==> config.mk <==
export PLATFORM = sky130hd
export DESIGN_NAME = isa_io_target
export DESIGN_NICKNAME = d
export VERILOG_FILES = /design/src/rtl/isa_target_pkg.sv /design/src/rtl/isa_strobe_sync.sv /design/src/rtl/isa_io_target.sv
export SDC_FILE = /design/constraint.sdc
export NUM_CORES = 1
export LEC_CHECK = 0
export ABC_AREA = 0
export BUFFER_PORTS_ARGS = -buffer_cell sky130_fd_sc_hd__buf_2
export CORE_UTILIZATION = 55
export CTS_CLUSTER_SIZE = 28
export DETAILED_ROUTE_END_ITERATION = 16
export PLACE_DENSITY_LB_ADDON = 0.12
export SLEW_MARGIN = 15
export SYNTH_ARGS = -nofsm -noshare
export SYNTH_HDL_FRONTEND = slang
export SYNTH_HIERARCHICAL = 1
export SYNTH_SLANG_ARGS = --single-unit
==> constraint.sdc <==
create_clock -name clk -period 6.4 [get_ports clk]
set_clock_uncertainty 0.05 [all_clocks]
set_input_delay 0.96 -clock clk [delete_from_list [all_inputs] [get_ports clk]]
set_output_delay 0.96 -clock clk [all_outputs]
set_load 0.01 [all_outputs]
==> src/rtl/isa_target_pkg.sv <==
// Shared types and register-map constants for the ISA I/O target.
package isa_target_pkg;

    typedef enum logic [2:0] {
        ST_IDLE,
        ST_DECODE,
        ST_WAIT,
        ST_ACCESS,
        ST_HOLD,
        ST_SKIP
    } state_t;

    localparam int REG_STATUS        = 0;
    localparam int REG_DOORBELL      = 1;
    localparam int STATUS_IRQ_BIT    = 0;
    localparam int STATUS_WCOUNT_LSB = 8;

    function automatic logic [15:0] status_word(input logic [7:0] wcount, input logic irq);
        logic [15:0] w;
        w = '0;
        w[STATUS_IRQ_BIT] = irq;
        w[STATUS_WCOUNT_LSB +: 8] = wcount;
        return w;
    endfunction

endpackage

==> src/rtl/isa_strobe_sync.sv <==
// Two-flop synchroniser for an active-low bus strobe with assert (fall) and deassert (rise) pulses.
module isa_strobe_sync (
    input  logic clk,
    input  logic rst_n,
    input  logic strobe,
    output logic synced,
    output logic fall,
    output logic rise
);

    logic meta;
    logic sync;
    logic prev;

    // Idle level of the strobe is high, so reset to high to avoid a false assert pulse.
    always_ff @(posedge clk or negedge rst_n) begin
        if (!rst_n) begin
            meta <= 1'b1;
            sync <= 1'b1;
            prev <= 1'b1;
        end else begin
            meta <= strobe;
            sync <= meta;
            prev <= sync;
        end
    end

    assign synced = sync;
    assign fall   = prev & ~sync;
    assign rise   = ~prev & sync;

endmodule

==> src/rtl/isa_io_target.sv <==
// ISA I/O target: window decode, strobe-driven access FSM with IOCHRDY wait states,
// small register bank with STATUS, DOORBELL/IRQ and scratch registers.
module isa_io_target
    import isa_target_pkg::*;
#(
    parameter logic [15:0] BASE_ADDR   = 16'h0220,
    parameter int          NUM_REGS    = 8,
    parameter int          WAIT_CYCLES = 2
) (
    input  logic        clk,
    input  logic        global_reset,
    input  logic [15:0] A,
    input  logic [15:0] D_in,
    output logic [15:0] D_out,
    output logic        D_oe,
    input  logic        IOR,
    input  logic        IOW,
    input  logic        AEN,
    output logic        IOCHRDY,
    output logic        IRQ
);

    localparam int IDX_W = $clog2(NUM_REGS);
    localparam logic [7:0] WAIT_LOAD = (WAIT_CYCLES > 0) ? 8'(WAIT_CYCLES - 1) : 8'd0;

    logic ior_s, ior_fall, ior_rise;
    logic iow_s, iow_fall, iow_rise;

    isa_strobe_sync u_ior_sync (
        .clk    (clk),
        .rst_n  (global_reset),
        .strobe (IOR),
        .synced (ior_s),
        .fall   (ior_fall),
        .rise   (ior_rise)
    );

    isa_strobe_sync u_iow_sync (
        .clk    (clk),
        .rst_n  (global_reset),
        .strobe (IOW),
        .synced (iow_s),
        .fall   (iow_fall),
        .rise   (iow_rise)
    );

    state_t      state_q, state_d;
    logic [15:0] addr_q;
    logic [15:0] data_q;
    logic        aen_q;
    logic        rd_q;
    logic [7:0]  wait_cnt_q;
    logic [7:0]  wcount_q;
    logic [15:0] regs_q [NUM_REGS];

    logic             hit;
    logic [IDX_W-1:0] idx;
    logic             act_done;
    logic             capture, wait_load, wait_dec, access, oe_clr, rdy_d;
    logic [15:0]      rd_data;

    assign hit = !aen_q && (addr_q[15:IDX_W] == BASE_ADDR[15:IDX_W]);
    assign idx = addr_q[IDX_W-1:0];

    // The strobe that opened the cycle has gone back high (level or fresh edge).
    assign act_done = rd_q ? (ior_s | ior_rise) : (iow_s | iow_rise);

    assign rd_data = (idx == IDX_W'(REG_STATUS)) ? status_word(wcount_q, IRQ) : regs_q[idx];

    always_comb begin
        state_d   = state_q;
        capture   = 1'b0;
        wait_load = 1'b0;
        wait_dec  = 1'b0;
        access    = 1'b0;
        oe_clr    = 1'b0;
        rdy_d     = IOCHRDY;
        case (state_q)
            ST_IDLE: begin
                if (!ior_s && !iow_s) begin
                    state_d = ST_SKIP;
                end else if (ior_fall ^ iow_fall) begin
                    state_d = ST_DECODE;
                    capture = 1'b1;
                end
            end
            ST_DECODE: begin
                if (act_done) begin
                    state_d = ST_IDLE;
                end else if (!hit) begin
                    state_d = ST_SKIP;
                end else if (WAIT_CYCLES == 0) begin
                    state_d = ST_ACCESS;
                end else begin
                    state_d   = ST_WAIT;
                    wait_load = 1'b1;
                    rdy_d     = 1'b0;
                end
            end
            ST_WAIT: begin
                if (act_done) begin
                    state_d = ST_IDLE;
                    rdy_d   = 1'b1;
                end else if (wait_cnt_q == 8'd0) begin
                    state_d = ST_ACCESS;
                    rdy_d   = 1'b1;
                end else begin
                    wait_dec = 1'b1;
                end
            end
            ST_ACCESS: begin
                access  = 1'b1;
                state_d = ST_HOLD;
            end
            ST_HOLD: begin
                if (act_done) begin
                    oe_clr  = 1'b1;
                    state_d = ST_IDLE;
                end
            end
            ST_SKIP: begin
                if (ior_s && iow_s) begin
                    state_d = ST_IDLE;
                end
            end
            default: state_d = ST_IDLE;
        endcase
    end

    always_ff @(posedge clk or negedge global_reset) begin
        if (!global_reset) begin
            state_q <= ST_IDLE;
        end else begin
            state_q <= state_d;
        end
    end

    always_ff @(posedge clk or negedge global_reset) begin
        if (!global_reset) begin
            addr_q     <= '0;
            data_q     <= '0;
            aen_q      <= 1'b0;
            rd_q       <= 1'b0;
            wait_cnt_q <= '0;
            wcount_q   <= '0;
            D_out      <= '0;
            D_oe       <= 1'b0;
            IOCHRDY    <= 1'b1;
            IRQ        <= 1'b0;
            for (int i = 0; i < NUM_REGS; i++) begin
                regs_q[i] <= '0;
            end
        end else begin
            IOCHRDY <= rdy_d;
            if (capture) begin
                addr_q <= A;
                data_q <= D_in;
                aen_q  <= AEN;
                rd_q   <= ior_fall;
            end
            if (wait_load) begin
                wait_cnt_q <= WAIT_LOAD;
            end else if (wait_dec) begin
                wait_cnt_q <= wait_cnt_q - 8'd1;
            end
            if (access) begin
                if (rd_q) begin
                    D_out <= rd_data;
                    D_oe  <= 1'b1;
                    if (idx == IDX_W'(REG_DOORBELL)) begin
                        IRQ <= 1'b0;
                    end
                end else if (idx != IDX_W'(REG_STATUS)) begin
                    regs_q[idx] <= data_q;
                    wcount_q    <= wcount_q + 8'd1;
                    if (idx == IDX_W'(REG_DOORBELL)) begin
                        IRQ <= 1'b1;
                    end
                end
            end
            if (oe_clr) begin
                D_oe <= 1'b0;
            end
        end
    end

endmodule

==> results of run 1 <==
[logic make-up after synthesis]
| logic type | count (synthesis) | synth area share |
|---|---|---|
| flops | 190 | 0.554 |
| mux | 187 | 0.271 |
| simple gates | 102 | 0.0665 |
| compound gates | 86 | 0.0669 |
| buf+inv | 40 | 0.0287 |
| xor+xnor | 8 | 0.00815 |
| fa+ha+maj | 3 | 0.00437 |
[report_power, final]
group / total, mW / leakage, nW / switching [mW] / internal, mW
combinational: 0.525 / 1.73 / 0.294 / 0.231
sequential: 1.52 / 2.55 / 0.197 / 1.32
clock: 1.20 / 0.323 / 0.454 / 0.744
[per-layer routing]
layer  vias to the layer above  track usage
met4                         0       0.0784
met3                        18       0.0561
met1                      2727        0.308
li1                       2359            -
met5                         -            0
met2                        85        0.391
[registers in the layout, indices dropped and copies added (netlist names), 3 cells and up]
name and cells:
addr_q 16, D_out 16, wcount_q 8, regs_q 112, data_q 16, wait_cnt_q 8
state_q 3
[cells in the mapped netlist, types with 2 or more instances]
| cell | n |
|---|---|
| and2b_2 | 2 |
| o31ai_1 | 2 |
| buf_6 | 3 |
| a221oi_1 | 5 |
| nor2_1 | 11 |
| buf_2 | 13 |
| nor3_1 | 4 |
| nor4_1 | 3 |
| mux2_2 | 140 |
| nand2_1 | 36 |
| inv_1 | 3 |
| nand3_1 | 5 |
| a22oi_1 | 16 |
| a21oi_1 | 14 |
| or4_1 | 5 |
| buf_4 | 2 |
| o211ai_1 | 4 |
| ha_1 | 3 |
| mux4_2 | 11 |
| dfstp_2 | 7 |
| and3_1 | 4 |
| clkbuf_1 | 11 |
| xor2_1 | 2 |
| nor2b_1 | 4 |
| mux2_4 | 30 |
| nor2b_2 | 2 |
| mux2i_1 | 6 |
| buf_1 | 4 |
| nor4b_1 | 2 |
| dfrtp_1 | 183 |
| o22a_1 | 9 |
| a32oi_1 | 6 |
| nor3b_2 | 2 |
| nand4_1 | 5 |
| xnor2_1 | 6 |
| nand2b_1 | 6 |
| o21ai_0 | 24 |
| buf_12 | 3 |
[area by class of cell]
cell class / instances / area, um^2
timing repair buffer: 63 / 344
sequential: 190 / 4760
inverter: 3 / 11.3
fill: 1160 / 5610
clock buffer: 18 / 439
clock inverter: 14 / 239
tap: 211 / 264
multi-input combinational: 386 / 3590
[layout by cell type, fill, tap and decap left out, types with 5 or more instances in the layout]
| cell type | instances |
|---|---|
| dfrtp_1 | 183 |
| mux2_2 | 140 |
| buf_2 | 54 |
| nand2_1 | 36 |
| mux2_4 | 30 |
| o21ai_0 | 24 |
| clkbuf_16 | 17 |
| a22oi_1 | 16 |
| a21oi_1 | 14 |
| nor2_1 | 11 |
| mux4_2 | 11 |
| o22a_1 | 9 |
| buf_4 | 8 |
| dfstp_2 | 7 |
| mux2i_1 | 6 |
| nand2b_1 | 6 |
| a32oi_1 | 6 |
| xnor2_1 | 6 |
| bufinv_16 | 6 |
| nand4_1 | 5 |
| or4_1 | 5 |
| a221oi_1 | 5 |
| nand3_1 | 5 |
[final timing paths]
kind,from,to,slack [ps],cells past startpoint
min in group asynchronous,global_reset,data_q[0],480,1
worst min-delay path,u_ior_sync/meta,u_ior_sync/synced,310,0
max in group asynchronous,global_reset,regs_q[8],4590,2
worst min register to register,u_ior_sync/meta,u_ior_sync/synced,310,0
worst max-delay path,addr_q[1],regs_q[82],3060,4
worst max register to register,addr_q[1],regs_q[82],3060,4
[metrics by stage]
stage	hold slack [ps]	utilization	cells	area, um^2
detailed placement	299	0.588	853	8970
global placement	296	0.588	853	8970
finish	308	0.632	885	9650
CTS	310	0.632	885	9650
floorplan	295	-	616	8600
global route	316	0.632	885	9650
==> results.toml, run 1 <==
[synth]
synth_nets = 656
syn_area_per_cell_um2 = 14.0
synth_seq_cells = 190
syn-cell-area_um2 = 8600
ys_warn_count = 6
synth_top_cell_by_area = "dfrtp_1"
synth_cells = 616
synth_top_flop_cell = "dfrtp_1"
yosysUniqueCellTypes = 56
synth_edf_count = 0
async_reset_ff_frac = 1.00
synth_seq_area_share = 0.554
synthTopCellsByArea = "dfrtp_1 (53%), mux2_2 (18%), mux2_4 (5.2%)"
synth_top_cell_area_share = 0.533

[drt]
met2_length_um = 8800
drt_wl_total_um = 17500
route.top_layer_used = "met4"
dr_wl_met3_um = 591
drt-met1-wl_um = 7840
ant_nets = 0
drt_iter0_drc = 271
vias = 5189
vias_per_cell = 5.86
wl_per_cell_um = 19.8
drc = 0
drtPass1Iterations = 4

[power]
finalPower_mw = 3.24
power_density_nw_per_um2 = 336
ir_drop_v = 0.000248
p_leak_nw = 4.60

[timing]
timing.final.ws_setup_ps = 3060
worst_slew_pin_slew_ps = 1090
relSlewSlack = 0.269
final.setup.tns_ps = 0
hold_viol = 0
rsz0062_at_grt = "no"
period_share = 0.521
setup_viol = 0
maxSlewViolCount = 0
fmax_mhz = 300
period_minus_slack_ps = 3340

[worst_hold_path]
min_path_type = "reg2reg"

[clock_network]
numCtsBuffers = 17
cts_resized = 0
post_cts_buffers = 0
cts_sinks = 190
ctsHoldBuffers = 0
htree_levels = 4
cts-root-buf = "clkbuf_16"
clockBufferDepth = 2
path_clk_slew_ps = 70
cts_tree = "built"
clock_latency_ps = 430

[placement]
portBuffers = 55
hpwl_um = 11200
gp_congestion = 0.845
place_ws_ps = 3080

[grt]
grt-ovfl-total = 0
grt_pass1_wl_um = 28900
grtUsageTotal = 0.236
antenna_found_initial = 0
grt_max_degree = 69
grt_pass1_vias = 5590

[critical_path]
worst-path-max-fanout = 19
critPathKind = "reg2reg"
cp_slowest_stage_delay_ps = 950
worstPathArrival_ps = 3600
worst_path_max_delay_cell = "nor2b_2"
endpoint_kind = "flop"
worst_ep_required_time_ps = 6660
crit_buf_inv = 1
cp_top_family = "simple AND/OR/NAND/NOR gates"
cp-start-kind = "flop"
cp_cell_sequence = "buf_4 -> nor2b_1 -> nor2b_2 -> mux2_2"

[run]
cap_violations = 0

[floorplanning]
row_count = 45
initial_utilization = 0.564
die_h_um = 127
pin_count = 56
core_area_um2 = 15300
dieArea_um2 = 16100
dieWidth_um = 127

[finish]
antenna_cells = 0
area_delta_synth_final_pct = 12.2
nNetsFinal = 701
layout-drive-gt1-share = 0.436

[outcome]
status = "finished clean"
(Power assumes the default switching activity.)
==> run 2: changes to the inputs <==
clock period = 3.35 ns   (was 6.4 ns; I/O delays follow)
==> results.toml, run 2 (synthesized netlist as in run 1, its figures left out) <==
[drt]
drtPass1Iterations = 4
drc = 0
drt_iter0_drc = 298
drt_wl_total_um = 17500
vias_per_cell = 5.72
ant_nets = 0
vias = 5145
wl_per_cell_um = 19.5

[clock_network]
clock_latency_ps = 430
htree_levels = 4
cts-root-buf = "clkbuf_16"
cts_resized = 0
cts_tree = "built"
cts_sinks = 190
numCtsBuffers = 17
clockBufferDepth = 2
path_clk_slew_ps = 70
ctsHoldBuffers = 0
post_cts_buffers = 0

[finish]
seqCellArea_um2 = 4760
multiInputGateArea_um2 = 3590
fillers = 1166
layout-drive-gt1-share = 0.443
top_register = "regs_q"
layout_commonest_cell = "dfrtp_1"
largest_register_ffs = 112
nNetsFinal = 715
antenna_cells = 0
final_cell_mix = "dfrtp_1 (183), mux2_2 (140), buf_2 (54)"
area_delta_synth_final_pct = 13.3

[timing]
fmax_mhz = 397
period_share = 0.752
hold_viol = 0
relSlewSlack = 0.393
setup_viol = 0
final.setup.tns_ps = 0
period_minus_slack_ps = 2520
rsz0062_at_grt = "no"
hold_ws_ps = 87.7
maxSlewViolCount = 0
worst_slew_pin_slew_ps = 908

[floorplanning]
die_h_um = 127
initial_utilization = 0.564
pin_count = 56
row_count = 45
dieWidth_um = 127
dieArea_um2 = 16100
core_area_um2 = 15300

[critical_path]
worst-path-max-fanout = 16
r2r-end = "regs_q[67]"
worst_path_max_delay_cell = "nand2_1"
endpoint_kind = "flop"
rr_startpoint = "addr_q[1]"
worstPathArrival_ps = 2770
reg2reg_slack_ps = 830
worst_ep_required_time_ps = 3600
ff2ff_path_depth = 3
cp-start-kind = "flop"
critPathKind = "reg2reg"
cp_cell_sequence = "nor2b_1 -> nand2_1 -> mux2_2"
cp_slowest_stage_delay_ps = 690

[placement]
portBuffers = 55
gp_congestion = 0.830
hpwl_um = 11700

[worst_hold_path]
min_path_type = "in2async"

[grt]
grt-ovfl-total = 0
grt_pass1_vias = 5387
grt_max_degree = 92
grt_pass1_wl_um = 29100
antenna_found_initial = 0
grtUsageTotal = 0.239

[power]
power_density_nw_per_um2 = 628
p_leak_nw = 4.65
ir_drop_v = 0.000469

[run]
cap_violations = 0

[outcome]
status = "finished clean"
## run 2: per-layer routing
metal	track usage	share of wire
met1	0.320	0.46
met2	0.394	0.49
met3	0.0511	0.033
met4	0.0735	0.014
met5	0	0
## run 2: final cells by class
cell class | instances | share of cell area
Tap cell | 211 | 0.0271
Clock inverter | 11 | 0.0194
Inverter | 3 | 0.00116
Timing Repair Buffer | 77 | 0.0487
Sequential cell | 190 | 0.489
Clock buffer | 21 | 0.0462
Multi-Input combinational cell | 386 | 0.368
## run 2: worst max path at each step
stage | cells after the start | start | slack, ps | to
after global routing | 3 | addr_q[1] | 690 | regs_q[67]
after global placement | 4 | state_q[2] | 920 | regs_q[31]
after CTS | 4 | state_q[2] | 860 | regs_q[17]
after floorplan | 6 | u_iow_sync/prev | 1340 | wait_cnt_q[6]
final | 3 | addr_q[1] | 830 | regs_q[67]
after detailed placement | 4 | state_q[2] | 880 | regs_q[17]
## run 2: per-stage QoR
step / power [mW] / worst slack (ps) / std cells / area (um^2) / utilization
floorplan: 3.56 / 1340 / 616 / 8600 / -
global placement: 3.94 / 924 / 867 / 9100 / 0.597
detailed placement: 3.99 / 876 / 867 / 9100 / 0.597
CTS: 6.17 / 856 / 899 / 9740 / 0.638
global route: 6.41 / 691 / 899 / 9740 / 0.638
finish: 6.12 / 829 / 899 / 9740 / 0.638
## run 2: power by group
part / switching [mW] / leakage (nW) / total (mW) / internal (mW)
Combinational: 0.598 / 1.80 / 1.06 / 0.458
Sequential: 0.357 / 2.55 / 2.88 / 2.52
Clock: 0.844 / 0.307 / 2.19 / 1.34
## run 2: critical path: cells and delay by family (launching register included)
family / cells / cell delay, ps
flops: 1 / 630
mux: 1 / 500
simple gates: 2 / 1210
==> run 3: changes to the inputs <==
clock period = 2.6 ns   (was 3.35 ns; I/O delays follow)
==> results.toml, run 3 (synthesized netlist as in run 1, its figures left out) <==
[drt]
dr_wl_met3_um = 1000
vias = 5249
met2_length_um = 8710
wl_per_cell_um = 19.4
drtPass1Iterations = 4
route.top_layer_used = "met4"
drt_iter0_drc = 329
drc = 0
ant_nets = 0
drt_wl_total_um = 17600
drt-met1-wl_um = 7730
vias_per_cell = 5.79

[placement]
gp_congestion = 0.813
portBuffers = 55
placed_cell_area_um2 = 9190
hpwl_um = 11700

[power]
finalPower_mw = 7.73
combPwrFrac = 0.186
net-switching-power_mw = 2.39
power_density_nw_per_um2 = 788
p_leak_nw = 4.68
netSwitchingFraction = 0.309
clkPwrFrac = 0.335
p_int_mw = 5.34
ir_drop_v = 0.000597
p_seq_frac = 0.479

[clock_network]
clockBufferDepth = 2
path_clk_slew_ps = 70
cts_tree = "built"
clock_latency_ps = 430
cts-root-buf = "clkbuf_16"
post_cts_buffers = 0
numCtsBuffers = 17
cts_sinks = 190
cts_resized = 0
htree_levels = 4

[floorplanning]
pin_count = 56
initial_utilization = 0.564
dieArea_um2 = 16100
dieWidth_um = 127
die_h_um = 127
row_count = 45
core_area_um2 = 15300

[timing]
period_minus_slack_ps = 2210
relSlewSlack = 0.495
rsz0062_at_grt = "no"
fmax_mhz = 452
final.setup.tns_ps = 0
hold_viol = 0
setup_viol = 0
maxSlewViolCount = 0
hold_ws_ps = 135
period_share = 0.852
worst_slew_pin_slew_ps = 751

[finish]
antenna_cells = 0
area_delta_synth_final_pct = 14.1
top_register = "regs_q"
layout-drive-gt1-share = 0.448
largest_register_ffs = 112
finish.instance_area_um2 = 9810
final_cell_mix = "dfrtp_1 (183), mux2_2 (140), buf_2 (54)"
layout_commonest_cell = "dfrtp_1"
nNetsFinal = 723

[critical_path]
critPathKind = "reg2reg"
worst_ep_required_time_ps = 2900
cp-start-kind = "flop"
worst-path-max-fanout = 12
worstPathArrival_ps = 2520
endpoint_kind = "flop"

[worst_hold_path]
min_path_type = "in2reg"

[grt]
grt_max_degree = 70
grt-ovfl-total = 0
grt_pass1_vias = 5510
grt_pass1_wl_um = 29500
antenna_found_initial = 0
grtUsageTotal = 0.241

[run]
cap_violations = 0

[outcome]
status = "finished clean"
[run 3: cell types whose count changed in the layout (fill, tap and decap cells not counted), moves of 3 or more]
cell | previous run | this run
clkinv_4 | 0 | 3
buf_12 | 2 | 6
bufinv_16 | 5 | 2
dlygate4sd3_1 | 0 | 3
[run 3: path summary, 6_finish.rpt]
kind / slack, ps / end / cells after the start / from
min in group asynchronous: 490 / data_q[3] / 2 / global_reset
worst min-delay path: 140 / addr_q[6] / 2 / A[6]
worst max-delay path: 390 / wait_cnt_q[4] / 5 / u_iow_sync/prev
worst min register to register: 300 / u_ior_sync/synced / 0 / u_ior_sync/meta
worst max register to register: 390 / wait_cnt_q[4] / 5 / u_iow_sync/prev
max in group asynchronous: 1290 / regs_q[9] / 3 / global_reset
[run 3: critical path, stage by stage (launching register included)]
cell and delay (ps):
dfstp_2 530, and2b_2 200, nor3_1 340, o21ai_1 290, or4_1 560, a21oi_1 170
[run 3: layer usage]
metal,global-route usage,vias up
met4,0.0616,0
li1,-,2412
met1,0.325,2694
met5,0,-
met3,0.0523,11
met2,0.400,132
[run 3: what timing repair did]
action,CTS,global route
endpoints found under the hold margin,68,0
hold buffers,3,0
setup endpoints to repair,0,0
[run 3: layout make-up]
cell class	count	area [um^2]
flip-flops and latches	190	4760
repair buffers	85	592
clock buffers	18	429
inverters	3	11.3
well taps	211	264
fillers	1123	5450
multi-input cells	386	3590
clock inverters	14	161
[run 3: stage by stage]
step                      setup slack (ps)   util  instances
after CTS                              408  0.643        907
after global routing                   164  0.643        907
after floorplan                        590      -        616
after detailed placement               417  0.602        872
after global placement                 490  0.602        872
final                                  386  0.643        907
[run 3: power groups by stage]
stage / Clock [mW] / Sequential (mW) / Combinational [mW]
CTS: 2.65 / 3.71 / 1.46
detailed placement: 0 / 3.76 / 1.45
global placement: 0 / 3.74 / 1.41
floorplan: 0 / 3.53 / 1.05
finish: 2.59 / 3.71 / 1.44
global route: 2.75 / 3.78 / 1.57
